File: src/rtl/btn_pkg.sv
// Shared definitions for the button step counter lab: FSM encoding,
// active-low 7-segment patterns and lockout counter sizing.
package btn_pkg;

    typedef enum logic [1:0] {
        IDLE     = 2'd0,
        HOLD     = 2'd1,
        WAIT_REL = 2'd2
    } state_e;

    // Segment order {g,f,e,d,c,b,a}; a 0 lights the segment.
    localparam logic [6:0] SEG_HEX [16] = '{
        7'b1000000,  // 0
        7'b1111001,  // 1
        7'b0100100,  // 2
        7'b0110000,  // 3
        7'b0011001,  // 4
        7'b0010010,  // 5
        7'b0000010,  // 6
        7'b1111000,  // 7
        7'b0000000,  // 8
        7'b0010000,  // 9
        7'b0001000,  // A
        7'b0000011,  // b
        7'b1000110,  // C
        7'b0100001,  // d
        7'b0000110,  // E
        7'b0001110   // F
    };

    function automatic int lock_width(input int cycles);
        return $clog2(cycles + 1);
    endfunction

endpackage

File: src/rtl/seg7_hex_decoder.sv
// Combinational hex digit to active-low 7-segment decoder, shared by the
// display labs.
module seg7_hex_decoder
    import btn_pkg::*;
(
    input  logic [3:0] hex_i,
    output logic [6:0] seg_o
);

    assign seg_o = SEG_HEX[hex_i];

endmodule

File: src/rtl/btn_step_counter.sv
// Steps a modulo-MOD up/down counter once per qualified press of an
// already-debounced button, with press lockout and release qualification.
module btn_step_counter
    import btn_pkg::*;
#(
    parameter int MOD            = 10,
    parameter int LOCKOUT_CYCLES = 4
) (
    input  logic       CLKIN,
    input  logic       RESET,
    input  logic       BTN,
    input  logic       EN,
    input  logic       UP,
    output logic       PRESS,
    output logic       CARRY,
    output logic [3:0] COUNT,
    output logic [6:0] SEG
);

    localparam int                LOCK_W    = lock_width(LOCKOUT_CYCLES);
    localparam logic [3:0]        CNT_MAX   = 4'(MOD - 1);
    localparam logic [LOCK_W-1:0] LOCK_LOAD = LOCK_W'(LOCKOUT_CYCLES - 1);

    logic              s1_q;
    logic              s2_q;
    logic              prev_q;
    logic              rise;
    state_e            state_q;
    logic [LOCK_W-1:0] lock_q;
    logic [3:0]        count_q;
    logic [3:0]        count_d;
    logic              wrap;
    logic              press_q;
    logic              carry_q;

    assign rise = s2_q & ~prev_q;

    always_comb begin
        // NOTE: defaults first so every path assigns every output and no latch is inferred.
        wrap    = 1'b0;
        count_d = count_q;
        if (UP) begin
            wrap    = (count_q == CNT_MAX);
            count_d = wrap ? 4'd0 : count_q + 4'd1;
        end else begin
            wrap    = (count_q == 4'd0);
            count_d = wrap ? CNT_MAX : count_q - 4'd1;
        end
    end

    // Synchroniser flops reset high and the FSM starts in WAIT_REL, so a
    // button held through reset must be released before it can count.
    always_ff @(posedge CLKIN) begin
        // NOTE: non-blocking assignments so every flop samples pre-edge values.
        if (RESET) begin
            s1_q    <= 1'b1;
            s2_q    <= 1'b1;
            prev_q  <= 1'b1;
            state_q <= WAIT_REL;
            lock_q  <= '0;
            count_q <= 4'd0;
            press_q <= 1'b0;
            carry_q <= 1'b0;
        end else begin
            s1_q    <= BTN;
            s2_q    <= s1_q;
            prev_q  <= s2_q;
            press_q <= 1'b0;
            carry_q <= 1'b0;
            case (state_q)
                IDLE: begin
                    if (rise) begin
                        state_q <= HOLD;
                        lock_q  <= LOCK_LOAD;
                        press_q <= 1'b1;
                        if (EN) begin
                            count_q <= count_d;
                            carry_q <= wrap;
                        end
                    end
                end
                HOLD: begin
                    if (lock_q == '0) begin
                        state_q <= WAIT_REL;
                    end else begin
                        lock_q <= lock_q - LOCK_W'(1);
                    end
                end
                WAIT_REL: begin
                    if (!s2_q) begin
                        state_q <= IDLE;
                    end
                end
                default: state_q <= WAIT_REL;
            endcase
        end
    end

    assign PRESS = press_q;
    assign CARRY = carry_q;
    assign COUNT = count_q;

    seg7_hex_decoder u_seg (
        .hex_i (count_q),
        .seg_o (SEG)
    );

endmodule

File: config.mk
export PLATFORM = sky130hd
export DESIGN_NAME = btn_step_counter
export DESIGN_NICKNAME = d
export VERILOG_FILES = /design/src/rtl/btn_pkg.sv /design/src/rtl/seg7_hex_decoder.sv /design/src/rtl/btn_step_counter.sv
export SDC_FILE = /design/constraint.sdc
export NUM_CORES = 1
export LEC_CHECK = 0
export CAP_MARGIN = 25
export CELL_PAD_IN_SITES_DETAIL_PLACEMENT = 1
export CELL_PAD_IN_SITES_GLOBAL_PLACEMENT = 2
export CORE_AREA = 2 2 58 60
export DETAILED_ROUTE_END_ITERATION = 10
export DIE_AREA = 0 0 60 62
export GPL_ROUTABILITY_DRIVEN = 0
export MAX_ROUTING_LAYER = met4
export PLACE_DENSITY_LB_ADDON = 0.1
export SETUP_SLACK_MARGIN = 0.5
export SYNTH_ARGS = -nofsm -noshare
export SYNTH_HDL_FRONTEND = slang
export SYNTH_SLANG_ARGS = --single-unit
File: constraint.sdc
create_clock -name CLKIN -period 4.1 [get_ports CLKIN]
set_input_delay 0.615 -clock CLKIN [delete_from_list [all_inputs] [get_ports CLKIN]]
set_output_delay 0.615 -clock CLKIN [all_outputs]
set_load 0.03 [all_outputs]
[After elaboration in Yosys (flattened, before gate mapping)]
Memories as Yosys holds them, arrays and structs flattened.
Cells that the tools add are included.
Word-level totals
  flip-flop bits (word level): 14
  bits in read-only memories: 112
  input bits: 5
  output and inout port bits: 13
  memories kept: 1
Operators by class
  add/subtract/negate cells: 3
  magnitude comparators: 1
  eq/ne operators: 7
  multiplexer cells: 14
  bitwise gates (word level): 6
  reduce and logical (&&, ||, !) cells: 9
Memories
  (name not given): words 16, bits a word 7, rd ports 1, clocked after memory_dff 0, write ports 0, RTL line seg7_hex_decoder.sv:10  | assign seg_o = SEG_HEX[hex_i];
Operators by type and width (count)
  $mux W7: 2
  $mux W4: 3
  $reduce_and A3 Y1: 3
  $ne A2 B2 Y1 const B: 4
  $mux W2: 3
  $mux W3: 2
  $pmux W2 S3: 1
  $pmux W3 S2: 1
  $ge A5 B5 Y1 const B: 1
  $not A4 Y5: 1
  $add A4 B1 Y4 const B: 1
  $eq A4 B4 Y1 const B: 1
  $logic_not A4 Y1: 1
  $not A1 Y1: 4
  $reduce_or A4 Y1: 1
  $sub A4 B1 Y4 const B: 1
  $logic_not A3 Y1: 1
  $sub A3 B1 Y3 const B: 1
  $eq A2 B1 Y1 const B: 1
  $eq A2 B2 Y1 const B: 1
  $logic_not A2 Y1: 1
  $mux W1: 2
  $reduce_bool A2 Y1: 1
  $reduce_or A2 Y1: 1
  $and A1 B1 Y1: 1

[Depth between registers and ports, before layout]
  word-level depth: 4
  mapped depth: 7
  mapped depth without buffers: 6

[By module]
A second synthesis with hierarchy kept.
Second synthesis, totals
  cells, all modules: 104
  area, all modules: 925.9 sq um
By module, submodules not included
  btn_step_counter: instances 1, cells an instance 72, area an instance 650.6 sq um, seq. area each 280.3 sq um
  seg7_hex_decoder: instances 1, cells an instance 32, area an instance 275.3 sq um, seq. area each 0.0 sq um

[Worst setup path after synthesis]
OpenSTA, ideal clock, no wires.
  kind: register to output
  start point: reg count_q[0] (netlist: COUNT[0])
  end point: out SEG[0]
  data arrival time: 1.942 ns
  data required time: 3.485 ns
  setup slack: 1.543 ns
  stages on the path, launching flop included: 5
  path buffers: 1
  path through: dfxtp_1 ha_1 clkbuf_1 nor2_1 o31ai_1
Between the ends
  word-level cells in the longest chain between the ends: 4
RTL lines
  from (decl): RTL line btn_step_counter.sv:30  | logic [3:0] count_q;
  from (signal assigned): RTL line btn_step_counter.sv:77  | count_q <= count_d;
  $not A4 Y5 (implied by the code): RTL line seg7_hex_decoder.sv:10
  $mem_v2 Z16 W7
  $mux W7 (implied by the code) (2 in a row): RTL line seg7_hex_decoder.sv:10
  to (decl): RTL line btn_step_counter.sv:17  | output logic [6:0] SEG
Every way passes these cells. The select of a mux whose other input is x is not followed.

[Worst setup path after layout]
  start point: reg count_q[0] (netlist: COUNT[0])
  end point: out SEG[3]
The elaborated chain is that of the path after synthesis.

==> qor.txt <==
EDFF count, synth - 0
Worst path max stage delay - 0.69 ns
Die H - 62 um
Share of the synthesized area in the top cell type - 29.3%
Internal power - 200 uW
Crit-path max FO - 9
Die width - 60 um
Detailed Routing Iterations Pass 1 - 4
YS warnings - 0
Largest net degree at the start of global routing - 27
Cell Rows - 21
Crit Path Class - reg2out
Initial antenna violation count - 0
Clk Latency, worst-skew pair - 0.28 ns
Top FF cell, synth - dfxtp_1
Sequential share of the synthesized area - 29.3%
Reg2Reg Depth - 4
Die area - 3720 sq um
Initial drt markers - 31
Register-to-register setup slack - 2.29 ns
Antenna Nets Post-Route - 0
Power Total - 257 uW
GRT Resource Usage Total - 14.5%
Crit path max-delay cell type - clkdlybuf4s50_1
Commonest non-fill, non-tap cell in the layout - clkdlybuf4s50_1
Via/cell ratio - 5.06
Max clock buf depth - 2
Sw Share - 22.1%
Simple-Gate Fraction of Synth Area - 25.8%
Post-Route WL - 2.40 mm
Design area - 1190 sq um
Final design utilization - 37.4%
Hold Path Sink - s2_q
Placed Area - 1150 sq um
Post-synthesis cell type count - 34
Clock power share - 38.7%
Max Transition Viols Final - 0
Worst-margin pin slew - 0.701 ns
Reg2reg end - COUNT[3]
Fin crit share - 72.2%
Compound-Gate Fraction of Synth Area - 23.8%
Worst-path cell chain - inv_1 > ha_1 > a21oi_1 > nor2_1 > a31oi_1 > clkdlybuf4s50_1
Synth Area per Inst - 8.11 sq um
Hold buffers post-CTS - 0
DR WL/cell - 13.5 um
Final setup fails - 0
Ys async rst share - 0%
Synth area leaders - dfxtp_1 (29%), ha_1 (10%), a311oi_2 (4.7%), o21ai_0 (4.2%), nand2_1 (3.9%)
Fillers - 384
Layout cells sized above 1 - 11.4%
Worst clock skew - 0.00395 ns
Initial Util - 30.1%
Min cycle time layout - 2.96 ns
Num CTS Buffers - 3
FMAX - 338 MHz
Hold Crit Depth - 1
Critical path data arrival time - 2.35 ns
Number of gates resized after CTS - 0
Clock-pin transition on the worst setup and hold timing paths - 0.09 ns
FF-to-FF Start - COUNT[2]
Xor/xnor share of the synthesized area - 0.915%
Area leader, netlist - dfxtp_1
DRC Markers - 0
Hold Slack - 0.414 ns
Multiplexer share of the synthesized area - 2.09%
CTS tree - yes
Mapped Area - 957 sq um
Core ar. - 3180 sq um
DP HPWL - 1.78 mm
Critical path capture point type - output pin
Largest family of logic cells by synthesized area - simple AND/OR/NAND/NOR gates
Final #Nets - 146
Vias - 900
Syn Nets - 131
Number of clock sinks - 14
Post-synthesis adder-cell area fraction - 10.5%
Worst rel slew slack - 52.9%
Register share of total power - 54.4%
Crit start category - register
H-tree Lvls - 1
Max Cap Viol - 0
First-pass GRT wire length - 3.91 mm
Post-CTS Setup Inserts - 0
Seq cells post-synth - 14
Area Overhead vs Synth - 24.2%
Port Buf Inserts - 17
Worst Hold Class - reg2reg
Hold_sp - s1_q
Gate power share - 6.9%
Leakage power - 0.402 nW
Root Driver - clkbuf_4
RSZ-0062 raised after global routing - false
I/O pins - 18
Vias in the first global route - 813
Hold Vio Cnt, Final - 0
Pwr dens - 216 nW/um^2
Ant diodes - 0
Most frequent cells in the layout - clkdlybuf4s50_1 (17), dfxtp_1 (14), nand2_1 (10), nor2_1 (10), inv_1 (9)
Setup tns final - 0 ns
Syn Inst Count - 118
Total gr overflow - 0
Max VDD drop - 0.0000647 V
Status - finished clean
Worst Path Required - 3.48 ns
Switching pwr - 56.9 uW
[flip-flops by register name (all words and copies together) (netlist names)]
register / count
lock_q: 3
s1_q: 1
s2_q: 1
state_q: 2
prev_q: 1
PRESS: 1
CARRY: 1
COUNT: 4
[critical path: cells and delay by family, from the launching register on]
family                   cells  cell delay (ns)
AO/OA/AOI/OAI                2             0.29
flip-flops                   1             0.52
buffers and inverters        2             0.87
adder cells (fa/ha/maj)      1             0.34
AND/OR/NAND/NOR              1             0.06
[per-stage QoR]
step	setup slack, ns	cells
floorplan	1.54	118
global placement	1.50	174
detailed placement	1.45	174
CTS	1.12	178
global route	0.956	178
finish	1.14	178
[metal layers]
layer,global-route usage [%],vias to the layer above,wire length [um]
met2,23.0,15,1170
met5,-,-,0
li1,-,448,-
met3,1.45,2,56
met1,18.7,435,1150
met4,6.67,0,27
[how the worst max path moves through the flow]
stage                  start     end  slack (ns)  cells past startpoint
finish              COUNT[0]  SEG[3]        1.14                      6
CTS                 COUNT[0]  SEG[3]        1.12                      6
detailed placement  COUNT[0]  SEG[3]        1.45                      6
floorplan           COUNT[0]  SEG[0]        1.54                      4
global route        COUNT[0]  SEG[3]        0.96                      6
global placement    COUNT[0]  SEG[3]        1.50                      6
[power by group through the flow]
stage | Clock, mW | Sequential (mW) | Combinational [mW]
floorplan | 0 | 0.143 | 0.0103
global placement | 0 | 0.143 | 0.0178
detailed placement | 0 | 0.143 | 0.0179
CTS | 0.105 | 0.140 | 0.0179
global route | 0.110 | 0.140 | 0.0196
finish | 0.0996 | 0.140 | 0.0177
[kinds of logic (layout without fill, tap and decap cells)]
kind of cell / Yosys count / count (layout)
AND/OR/NAND/NOR: 44 / 44
AO/OA/AOI/OAI: 32 / 32
buffers and inverters: 17 / 31
flip-flops: 14 / 14
adder cells (fa/ha/maj): 8 / 8
multiplexers: 2 / 2
XOR/XNOR: 1 / 1
[synth_stat cells (3+ instances only)]
| library cell | count |
|---|---|
| a21oi_1 | 6 |
| a311oi_2 | 3 |
| a31oi_1 | 5 |
| clkbuf_1 | 4 |
| dfxtp_1 | 14 |
| ha_1 | 8 |
| inv_1 | 9 |
| nand2_1 | 10 |
| nand2b_1 | 3 |
| nor2_1 | 10 |
| nor2b_1 | 3 |
| nor3_1 | 4 |
| o211ai_1 | 3 |
| o21ai_0 | 8 |
| or2_2 | 3 |
[area by class of cell]
type	instances	area (sq um)	area share (%)
multi-input combinational	87	603	50.7
sequential	14	280	23.6
clock buffer	4	36.3	3.05
inverter	9	33.8	2.84
timing repair buffer	18	178	14.9
tap	46	57.6	4.84
(Power assumes the default switching activity.)
